<file path="src/rtl/tone_sequencer.sv">
// Multi-channel timed tone sequencer: one-deep request slot per channel, fixed-priority
// launch with optional pre-emption, registered pitch output with an optional silent gap.
module tone_sequencer #(
  parameter int N_CH        = 4,
  parameter int PITCH_W     = 18,
  parameter int DUR_W       = 5,
  parameter int TICK_CYCLES = 6_250_000,
  parameter int GAP_CYCLES  = 0,
  parameter int PREEMPT     = 1,
  localparam int CH_W       = (N_CH > 1) ? $clog2(N_CH) : 1
) (
  input  logic                    clk50,
  input  logic                    reset,
  input  logic [N_CH-1:0]         req_valid,
  output logic [N_CH-1:0]         req_ready,
  input  logic [N_CH*PITCH_W-1:0] req_pitch,
  input  logic [N_CH*DUR_W-1:0]   req_dur,
  output logic [PITCH_W-1:0]      pitch,
  output logic                    active,
  output logic [CH_W-1:0]         active_ch,
  output logic                    done,
  output logic [CH_W-1:0]         done_ch,
  output logic                    aborted
);

  localparam int TICK_W = $clog2(TICK_CYCLES + 1);
  localparam int GAP_W  = (GAP_CYCLES > 0) ? $clog2(GAP_CYCLES + 1) : 1;
  localparam logic [TICK_W-1:0] TICK_LAST = TICK_W'(TICK_CYCLES - 1);
  localparam logic [GAP_W-1:0]  GAP_LAST  = GAP_W'((GAP_CYCLES > 0) ? GAP_CYCLES - 1 : 0);

  typedef enum logic [1:0] {IDLE, PLAY, GAP} state_t;

  state_t              state_q, state_d;
  logic [TICK_W-1:0]   tick_q, tick_d;
  logic [DUR_W-1:0]    unit_q, unit_d;
  logic [DUR_W-1:0]    dur_q, dur_d;
  logic [GAP_W-1:0]    gap_q, gap_d;
  logic [PITCH_W-1:0]  pitch_q, pitch_d;
  logic                active_q, active_d;
  logic [CH_W-1:0]     activeCh_q, activeCh_d;
  logic                done_q, done_d;
  logic [CH_W-1:0]     doneCh_q, doneCh_d;
  logic                aborted_q, aborted_d;

  logic [N_CH-1:0]     slotFull_q, slotFull_d;
  logic [PITCH_W-1:0]  slotPitch_q [N_CH];
  logic [PITCH_W-1:0]  slotPitch_d [N_CH];
  logic [DUR_W-1:0]    slotDur_q [N_CH];
  logic [DUR_W-1:0]    slotDur_d [N_CH];

  logic                anyPending;
  logic [CH_W-1:0]     pendCh;
  logic                higherPending;
  logic                toneEnd;
  logic                gapEnd;
  logic                launch;

  always_comb begin
    anyPending = |slotFull_q;
    pendCh     = '0;
    for (int i = N_CH - 1; i >= 0; i--) begin
      if (slotFull_q[i]) pendCh = CH_W'(i);
    end
  end

  // The lowest pending index is below the playing channel only if some higher-priority slot is full.
  assign higherPending = anyPending && (pendCh < activeCh_q);
  assign toneEnd = (state_q == PLAY) && (tick_q == TICK_LAST) && (unit_q == dur_q - DUR_W'(1));
  assign gapEnd  = (state_q == GAP) && (gap_q == GAP_LAST);

  always_comb begin
    state_d    = state_q;
    tick_d     = tick_q;
    unit_d     = unit_q;
    dur_d      = dur_q;
    gap_d      = gap_q;
    pitch_d    = pitch_q;
    active_d   = active_q;
    activeCh_d = activeCh_q;
    doneCh_d   = doneCh_q;
    done_d     = 1'b0;
    aborted_d  = 1'b0;
    launch     = 1'b0;
    case (state_q)
      IDLE: launch = anyPending;
      PLAY: begin
        if (toneEnd) begin
          done_d   = 1'b1;
          doneCh_d = activeCh_q;
          pitch_d  = '0;
          active_d = 1'b0;
          if (GAP_CYCLES > 0) begin
            state_d = GAP;
            gap_d   = '0;
          end else begin
            state_d = IDLE;
            launch  = anyPending;
          end
        end else if ((PREEMPT != 0) && higherPending) begin
          done_d    = 1'b1;
          doneCh_d  = activeCh_q;
          aborted_d = 1'b1;
          launch    = 1'b1;
        end else if (tick_q == TICK_LAST) begin
          tick_d = '0;
          unit_d = unit_q + DUR_W'(1);
        end else begin
          tick_d = tick_q + TICK_W'(1);
        end
      end
      GAP: begin
        // The last gap cycle already behaves like IDLE so the silence lasts exactly GAP_CYCLES.
        if (gapEnd) begin
          state_d = IDLE;
          launch  = anyPending;
        end else begin
          gap_d = gap_q + GAP_W'(1);
        end
      end
      default: state_d = IDLE;
    endcase
    if (launch) begin
      state_d    = PLAY;
      pitch_d    = slotPitch_q[pendCh];
      dur_d      = slotDur_q[pendCh];
      activeCh_d = pendCh;
      active_d   = 1'b1;
      tick_d     = '0;
      unit_d     = '0;
    end
  end

  // A zero-duration request is acknowledged but never occupies its slot.
  always_comb begin
    slotFull_d  = slotFull_q;
    slotPitch_d = slotPitch_q;
    slotDur_d   = slotDur_q;
    for (int i = 0; i < N_CH; i++) begin
      if (launch && (pendCh == CH_W'(i))) slotFull_d[i] = 1'b0;
      if (req_valid[i] && !slotFull_q[i] && (req_dur[i*DUR_W +: DUR_W] != '0)) begin
        slotFull_d[i]  = 1'b1;
        slotPitch_d[i] = req_pitch[i*PITCH_W +: PITCH_W];
        slotDur_d[i]   = req_dur[i*DUR_W +: DUR_W];
      end
    end
  end

  always_ff @(posedge clk50 or posedge reset) begin
    if (reset) begin
      state_q    <= IDLE;
      tick_q     <= '0;
      unit_q     <= '0;
      dur_q      <= '0;
      gap_q      <= '0;
      pitch_q    <= '0;
      active_q   <= 1'b0;
      activeCh_q <= '0;
      done_q     <= 1'b0;
      doneCh_q   <= '0;
      aborted_q  <= 1'b0;
      slotFull_q <= '0;
      for (int i = 0; i < N_CH; i++) begin
        slotPitch_q[i] <= '0;
        slotDur_q[i]   <= '0;
      end
    end else begin
      state_q     <= state_d;
      tick_q      <= tick_d;
      unit_q      <= unit_d;
      dur_q       <= dur_d;
      gap_q       <= gap_d;
      pitch_q     <= pitch_d;
      active_q    <= active_d;
      activeCh_q  <= activeCh_d;
      done_q      <= done_d;
      doneCh_q    <= doneCh_d;
      aborted_q   <= aborted_d;
      slotFull_q  <= slotFull_d;
      slotPitch_q <= slotPitch_d;
      slotDur_q   <= slotDur_d;
    end
  end

  assign req_ready = ~slotFull_q;
  assign pitch     = pitch_q;
  assign active    = active_q;
  assign active_ch = activeCh_q;
  assign done      = done_q;
  assign done_ch   = doneCh_q;
  assign aborted   = aborted_q;

endmodule

</file>
<file path="config.mk">
export PLATFORM = sky130hd
export DESIGN_NAME = tone_sequencer
export DESIGN_NICKNAME = d
export VERILOG_FILES = /design/src/rtl/tone_sequencer.sv
export SDC_FILE = /design/constraint.sdc
export NUM_CORES = 1
export LEC_CHECK = 0
export BUFFER_PORTS_ARGS = -buffer_cell sky130_fd_sc_hd__buf_4
export CAP_MARGIN = 20
export CORE_MARGIN = 8
export CORE_UTILIZATION = 55
export DETAILED_ROUTE_END_ITERATION = 7
export PLACE_DENSITY = 0.9
export SYNTH_ARGS = -nofsm -noshare
export SYNTH_HDL_FRONTEND = slang
export SYNTH_SLANG_ARGS = --single-unit
</file>
<file path="constraint.sdc">
create_clock -name clk50 -period 6.2 [get_ports clk50]
set_clock_uncertainty 0.2 [all_clocks]
set_input_delay 0.93 -clock clk50 [delete_from_list [all_inputs] [get_ports clk50]]
set_output_delay 0.93 -clock clk50 [all_outputs]
set_load 0.005 [all_outputs]
</file>
==> results of run 1 <==
==> stage by stage <==
stage	util, %	cells	cell area, sq um	total power [mW]
floorplan	-	609	6910	1.44
global placement	64.1	886	7990	1.55
detailed placement	64.1	886	7990	1.58
CTS	69.2	918	8620	2.71
global route	69.3	919	8640	2.80
finish	69.3	919	8640	2.72
==> layout by cell type (no fill, tap or decap), drive strengths merged, types with 7 or more instances in the layout <==
cell / count
a21oi: 11
a222oi: 23
a22o: 20
a31oi: 7
buf: 135
clkbuf: 19
dfrtp: 155
inv: 18
mux2: 74
nand2: 111
nand3: 18
nor2: 32
nor3: 9
o21ai: 26
or4: 9
xor2: 12
==> worst paths after layout <==
path / start / to / cells after the start
max: tick_q[6] / slotFull_q[2] / 7
min: slotDur_q[16] / slotDur_q[16] / 2
max reg2reg: tick_q[6] / slotFull_q[2] / 7
min reg2reg: slotDur_q[16] / slotDur_q[16] / 2
max in group asynchronous: reset / tick_q[12] / 3
min in group asynchronous: reset / slotPitch_q[56] / 2
==> power groups by stage <==
stage               registers, mW  clock network, mW  logic (mW)
floorplan                    1.23                  0       0.212
global placement             1.25                  0       0.304
detailed placement           1.26                  0       0.323
CTS                          1.25               1.13       0.331
global route                 1.27               1.17       0.363
finish                       1.26               1.13       0.333
==> cell families (layout without fill, tap and decap cells) <==
family | after synthesis | in the layout | synth area share (%)
buffers and inverters | 44 | 182 | 3.22
multiplexers | 75 | 75 | 12.2
AO/OA/AOI/OAI | 101 | 101 | 11.2
flip-flops | 155 | 155 | 56.1
adder cells (fa/ha/maj) | 4 | 4 | 0.725
AND/OR/NAND/NOR | 212 | 212 | 14.2
XOR/XNOR | 18 | 18 | 2.28
==> worst reg2reg max path, cell delays in order, from the launching register on <==
cell and delay, ns:
dfrtp_1 0.42, or4b_1 0.53, or4_1 0.52, or4_4 0.58
nor4_4 0.63, a21o_4 0.49, nand2_1 0.16, a21bo_2 0.25
==> area by class of cell <==
type,count,area [sq um]
clock buffers,19,443
clock inverters,13,190
fillers,799,3830
inverters,15,61.3
multi-input cells,410,2830
flip-flops and latches,155,3880
well taps,172,215
repair buffers,135,1020
==> state kept, by name (all words and copies together), names as in the netlist, 2 cells and up <==
signal,cells
slotPitch_q,72
slotFull_q,4
active_ch,2
pitch,18
tick_q,23
unit_q,5
slotDur_q,20
done_ch,2
dur_q,5
==> routing by layer <==
layer	vias to the layer above	track usage [%]	routed length [um]
met5	-	0	0
met4	0	14.2	854
met3	75	5.66	1530
met2	345	41.3	10300
met1	2830	28.8	7540
li1	2439	-	-
==> impl_metrics.json, run 1 <==
{
  "outcome": "finished, final reports clean",
  "fp.dieH_um": 128,
  "slew-limit-headroom_pct": 20.5,
  "finalSetupTns_ns": 0,
  "period_share_pct": 62.8,
  "clk_pin_slew_ns": 0.06,
  "synthTopCellsByArea": "dfrtp_1 56%, mux2_2 12%, nand2_1 6.0%",
  "intPower_mw": 2.03,
  "rsz0062_at_grt": "no",
  "dp_slack_ns": 2.39,
  "final_nets": 836,
  "ys_types": 51,
  "worstMarginPinSlew_ns": 1.19,
  "hpwl_mm": 13.1,
  "drv_slew": 0,
  "syn_avg_cell_area_sq_um": 11.3,
  "setup_violations": 0,
  "synth.most_common_cell": "dfrtp_1",
  "r2r_slack_ns": 2.30,
  "cts_resized": 0,
  "netlist_area_sq_um": 6910,
  "synth-edff-count": 0,
  "routedWlPerCell_um": 22.0,
  "drt_iter0_drc": 656,
  "crit_chain": "or4b_1 > or4_1 > or4_4 > nor4_4 > a21o_4 > nand2_1 > a21bo_2",
  "pwr-share-comb_pct": 12.3,
  "critPathMaxFanout": 32,
  "cts_max_level": 4,
  "cp_top_family": "simple AND/OR/NAND/NOR gates",
  "path_class": "reg -> reg",
  "synth_top_area_cell": "dfrtp_1",
  "cts_tree": "yes",
  "switchingPower_uw": 691,
  "ios": 127,
  "die_area_sq_um": 16400,
  "synth_seq_area_share_pct": 56.1,
  "cts_setup_buffers": 0,
  "seqPwrFrac_pct": 46.2,
  "synth-main-ff-cell": "dfrtp_1",
  "clkPwrFrac_pct": 41.5,
  "grt-ovfl-total": 0,
  "maxCapViolCount": 0,
  "numCtsBuffers": 17,
  "period_needed_ns": 3.90,
  "synth_common_cells": "155 x dfrtp_1, 111 x nand2_1, 74 x mux2_2",
  "cpMaxStageDelayCell": "nor4_4",
  "fin_ws_ns": 2.30,
  "placementRows": 41,
  "routabilityCongestion": 0.876,
  "antenna_found_initial": 0,
  "via_per_inst": 6.19,
  "yosys.area.top_type_share_pct": 56.1,
  "crit_path_start_kind": "register",
  "holdWs_ns": 0.292,
  "dr.pass1.iters": 6,
  "syn_nets": 711,
  "cts-root-buf": "clkbuf_16",
  "core_area_sq_um": 12500,
  "power_density_nw_per_um2": 315,
  "grt_max_degree": 86,
  "num_antenna_cells": 0,
  "drive_gt1_share_pct": 34.5,
  "peakVddDrop_v": 0.000215,
  "num_vias": 5689,
  "cts.path.max_buffers": 2,
  "finalHoldViolations": 0,
  "synth-seq-cells": 155,
  "netSwitchingFraction_pct": 25.4,
  "start_util_pct": 55.4,
  "async_flop_share_pct": 100,
  "die_w_um": 128,
  "routed_wl_mm": 20.2,
  "grt_pass1_vias": 5937,
  "timing.fmax_mhz": 257,
  "portBuffers": 126,
  "path_buf_inv": 0,
  "final_antenna_net_count": 0,
  "critPathArrivalTime_ns": 4.02,
  "grt_pass1_wl_mm": 31.1,
  "grtUsageTotal_pct": 24.7,
  "syn_to_final_growth_pct": 25.0,
  "syn_inst": 609,
  "crit_path_end_kind": "register",
  "cts_sinks": 155,
  "crit_required_ns": 6.32,
  "slowest_delay_ns": 0.63,
  "clk_latency_ns": 0.44,
  "ys_warn_count": 0,
  "hold_class": "reg -> reg",
  "p_leak_nw": 4.13,
  "route.detailed.drc": 0,
  "ctsHoldBuffers": 0
}
(Power assumes the default switching activity.)
==> run 2: changes to the inputs <==
clock period = 4.1 ns   (was 6.2 ns; I/O delays follow)
==> impl_metrics.json, run 2 (synthesis gave the netlist of run 1 again) <==
{
  "largest_reg_flops": 72,
  "die_w_um": 128,
  "grtUsageTotal_pct": 24.0,
  "numCtsBuffers": 17,
  "largest_registers": "slotPitch_q x72, tick_q x23, slotDur_q x20",
  "crit_chain": "or4b_1 > or4_1 > or4_4 > nor4_4 > buf_4 > a21o_4 > nand2_1 > a21bo_2",
  "dp_slack_ns": 0.437,
  "period_needed_ns": 3.71,
  "utilization_pct": 69.0,
  "critPathMaxFanout": 32,
  "via_per_inst": 6.12,
  "cts_setup_buffers": 0,
  "antenna_found_initial": 0,
  "fin_ws_ns": 0.391,
  "rsz0062_at_grt": "no",
  "met1_length_mm": 7.24,
  "cts_resized": 0,
  "layout_common_cells": "155 x dfrtp_1, 136 x buf_4, 111 x nand2_1, 74 x mux2_2, 30 x nor2_1",
  "period_share_pct": 90.5,
  "start_util_pct": 55.4,
  "placementRows": 41,
  "cts_tree": "yes",
  "dr.pass1.iters": 7,
  "ios": 127,
  "routabilityCongestion": 0.898,
  "syn_to_final_growth_pct": 24.5,
  "finalHoldViolations": 0,
  "cts-root-buf": "clkbuf_16",
  "drv_slew": 0,
  "p_leak_nw": 4.12,
  "cts_max_level": 4,
  "dr_wl_met2_mm": 9.69,
  "maxCapViolCount": 0,
  "timing.fmax_mhz": 270,
  "power_density_nw_per_um2": 453,
  "final_nets": 838,
  "dp.cells": 889,
  "setup_violations": 0,
  "cpMaxStageDelayCell": "or4_4",
  "core_area_sq_um": 12500,
  "r2r_slack_ns": 0.39,
  "grt_max_degree": 60,
  "routedWlPerCell_um": 20.6,
  "drive_gt1_share_pct": 34.5,
  "fp.dieH_um": 128,
  "cts_sinks": 155,
  "top_layer": "met4",
  "crit_path_start_kind": "register",
  "final_cells": 920,
  "hpwl_mm": 13.3,
  "route.detailed.drc": 0,
  "clk_latency_ns": 0.42,
  "num_vias": 5630,
  "grt-ovfl-total": 0,
  "final_common_cell": "dfrtp_1",
  "crit_required_ns": 4.21,
  "power.total_mw": 3.89,
  "die_area_sq_um": 16400,
  "worstMarginPinSlew_ns": 1.08,
  "ctsHoldBuffers": 0,
  "top_register": "slotPitch_q",
  "crit_path_end_kind": "register",
  "outcome": "finished, final reports clean",
  "hold_class": "in -> async",
  "drt_iter0_drc": 651,
  "path_class": "reg -> reg",
  "routed-wl-met3_mm": 1.45,
  "cts.path.max_buffers": 2,
  "clk_pin_slew_ns": 0.06,
  "portBuffers": 126,
  "slowest_delay_ns": 0.59,
  "critPathArrivalTime_ns": 3.82,
  "final_antenna_net_count": 0,
  "peakVddDrop_v": 0.000381,
  "slew-limit-headroom_pct": 28.2,
  "grt_pass1_vias": 5945,
  "grt_pass1_wl_mm": 30.5,
  "routed_wl_mm": 18.9,
  "finalSetupTns_ns": 0,
  "num_antenna_cells": 0
}
==> run 2: changes by cell type in the layout (fill, tap and decap cells not counted), sizes merged <==
cell,previous run,this run
bufinv,4,1
clkinvlp,4,3
clkinv,2,3
inv,18,16
buf,135,137
clkbuf,19,23
==> run 2: layer usage <==
metal,global-route usage (%),vias to the layer above
met5,0,-
met4,11.2,0
met3,6.61,53
met2,40.4,278
met1,27.9,2852
li1,-,2447
==> run 2: per-stage QoR <==
| stage | area [sq um] | hold slack [ns] |
|---|---|---|
| 2_1_floorplan | 6910 | 0.245 |
| 6_report | 8600 | 0.150 |
| 4_1_cts | 8600 | 0.157 |
| 3_5_place_dp | 8020 | 0.264 |
| 3_3_place_gp | 8020 | 0.262 |
| 5_1_grt | 8600 | 0.187 |
==> run 2: area by class of cell <==
class                      instances  area [sq um]
sequential                       155          3880
fill                             828          3870
multi-input combinational        410          2830
timing repair buffer             137          1040
clock buffer                      23           488
tap                              172           215
clock inverter                     8          85.1
inverter                          15          60.1
==> run 2: worst paths after layout <==
| path | startpoint | cells past startpoint | to |
|---|---|---|---|
| max | tick_q[6] | 8 | slotFull_q[2] |
| min | reset | 2 | slotPitch_q[53] |
| max reg2reg | tick_q[6] | 8 | slotFull_q[2] |
| min reg2reg | slotDur_q[10] | 2 | slotDur_q[10] |
| max in group asynchronous | reset | 3 | slotDur_q[6] |
| min in group clk50 | req_dur[16] | 3 | slotDur_q[1] |
==> run 2: critical path: cells and delay by family, from the launching register on <==
family                 cells  cell delay [ns]
AND/OR/NAND/NOR            5             2.19
AO/OA/AOI/OAI              2             0.58
flip-flops                 1             0.41
buffers and inverters      1             0.24
==> run 2: power breakdown <==
group	internal [mW]	total (mW)	leakage [nW]	switching (mW)
sequential	1.75	1.89	1.96	0.143
clock	0.901	1.51	0.276	0.605
combinational	0.273	0.491	1.89	0.218
total	2.92	3.89	4.12	0.966
==> run 3: changes to the inputs <==
CORE_UTILIZATION = 45   (was 55)
PLACE_DENSITY = 0.78   (was 0.9)
==> impl_metrics.json, run 3 (synthesis gave the netlist of run 1 again) <==
{
  "outcome": "finished, final reports clean",
  "cts_setup_buffers": 0,
  "layout_common_cells": "155 x dfrtp_1, 138 x buf_4, 111 x nand2_1, 74 x mux2_2, 30 x nor2_1",
  "crit_path_start_kind": "register",
  "cpMaxStageDelayCell": "or4_4",
  "route.detailed.drc": 0,
  "pwr-share-comb_pct": 12.3,
  "clkPwrFrac_pct": 40.6,
  "final_nets": 842,
  "seqPwrFrac_pct": 47.1,
  "slew-limit-headroom_pct": 36.7,
  "timing.fmax_mhz": 278,
  "netSwitchingFraction_pct": 25.2,
  "clk_latency_ns": 0.42,
  "die_w_um": 140,
  "fp.dieH_um": 140,
  "dp_slack_ns": 0.543,
  "final_common_cell": "dfrtp_1",
  "setup_violations": 0,
  "die_area_sq_um": 19600,
  "routedWlPerCell_um": 19.8,
  "finalHoldViolations": 0,
  "clk_pin_slew_ns": 0.07,
  "hpwl_mm": 13.0,
  "routed_wl_mm": 18.7,
  "multiInputGateArea_sq_um": 2830,
  "largest_reg_flops": 72,
  "num_vias": 5401,
  "start_util_pct": 45.8,
  "antenna_found_initial": 0,
  "intPower_mw": 3.00,
  "placementRows": 45,
  "crit_required_ns": 4.21,
  "drive_gt1_share_pct": 35.2,
  "grt-ovfl-total": 0,
  "cts-root-buf": "clkbuf_16",
  "portBuffers": 126,
  "path_class": "reg -> reg",
  "period_needed_ns": 3.59,
  "grt_pass1_vias": 5920,
  "crit_path_end_kind": "register",
  "fin_ws_ns": 0.508,
  "n_fill_cell": 1212,
  "ctsHoldBuffers": 0,
  "slowest_delay_ns": 0.59,
  "routabilityCongestion": 0.856,
  "syn_to_final_growth_pct": 26.2,
  "ios": 127,
  "top_register": "slotPitch_q",
  "drv_slew": 0,
  "peakVddDrop_v": 0.000286,
  "finalSetupTns_ns": 0,
  "drt_iter0_drc": 478,
  "maxCapViolCount": 0,
  "period_share_pct": 87.6,
  "largest_registers": "slotPitch_q x72, tick_q x23, slotDur_q x20",
  "cts_sinks": 155,
  "core_area_sq_um": 15100,
  "switchingPower_mw": 1.01,
  "cts.path.max_buffers": 2,
  "placed_area_sq_um": 8060,
  "grt_max_degree": 74,
  "num_antenna_cells": 0,
  "grtUsageTotal_pct": 19.5,
  "power_density_nw_per_um2": 459,
  "rsz0062_at_grt": "no",
  "critPathMaxFanout": 32,
  "worstMarginPinSlew_ns": 0.948,
  "p_leak_nw": 4.17,
  "crit_chain": "or4b_1 > or4_1 > or4_4 > nor4_4 > a21o_4 > nand2_1 > a21bo_2",
  "utilization_pct": 57.8,
  "final-seq-area_sq_um": 3880,
  "final_cell_area_sq_um": 8720,
  "final_antenna_net_count": 0,
  "cts_max_level": 4,
  "reg2reg_depth": 7,
  "hold_class": "in -> async",
  "grt_pass1_wl_mm": 30.4,
  "dr.pass1.iters": 6,
  "via_per_inst": 5.74,
  "cts_tree": "yes",
  "numCtsBuffers": 17,
  "critPathArrivalTime_ns": 3.71,
  "cts_resized": 0
}
-- run 3: cell count changes in the layout (fill, tap and decap cells not counted), sizes merged --
cell	previous run	this run
clkbuf	23	17
buf	137	141
bufinv	1	3
clkinvlp	3	5
inv	16	18
clkinv	3	4
-- run 3: path summary, 6_finish.rpt --
path / start / to / slack [ns]
max: tick_q[6] / slotFull_q[2] / 0.51
min: reset / slotDur_q[8] / 0.003
max reg2reg: tick_q[6] / slotFull_q[2] / 0.51
min reg2reg: active / active / 0.28
max in group asynchronous: reset / pitch[12] / 2.73
min in group clk50: req_dur[11] / slotDur_q[6] / 0.20
-- run 3: power groups by stage --
| stage | clock network [mW] | registers, mW | logic [mW] |
|---|---|---|---|
| 6_report | 1.63 | 1.89 | 0.493 |
| 5_1_grt | 1.71 | 1.91 | 0.547 |
| 4_1_cts | 1.64 | 1.88 | 0.496 |
| 3_5_place_dp | 0 | 1.90 | 0.490 |
| 3_3_place_gp | 0 | 1.89 | 0.467 |
| 2_1_floorplan | 0 | 1.86 | 0.321 |
-- run 3: layout make-up --
| type | instances | share of cell area (%) |
|---|---|---|
| clock buffers | 17 | 4.88 |
| clock inverters | 15 | 2.17 |
| repair buffers | 141 | 12.7 |
| well taps | 188 | 2.70 |
| flip-flops and latches | 155 | 44.5 |
| multi-input cells | 410 | 32.4 |
| inverters | 15 | 0.689 |
-- run 3: critical path: cells and delay by family, from the launching register on --
| family | cells | cell delay [ns] |
|---|---|---|
| flip-flops | 1 | 0.41 |
| AO/OA/AOI/OAI | 2 | 0.65 |
| AND/OR/NAND/NOR | 5 | 2.24 |
-- run 3: per-stage QoR --
stage	std cells	hold slack (ns)	total power, mW
5_1_grt	941	0.0204	4.16
3_5_place_dp	907	0.266	2.39
3_3_place_gp	907	0.263	2.36
2_1_floorplan	609	0.245	2.18
4_1_cts	939	0.196	4.01
6_report	941	0.00293	4.01
-- run 3: per-layer routing --
layer / vias to the layer above / part of all wire, % / wire (um) / track usage (%)
met3: 22 / 5.4 / 1010 / 4.42
met5: - / 0 / 0 / 0
met2: 217 / 52 / 9760 / 34.1
met4: 0 / 2.2 / 408 / 8.17
li1: 2451 / - / - / -
met1: 2711 / 40 / 7490 / 22.6
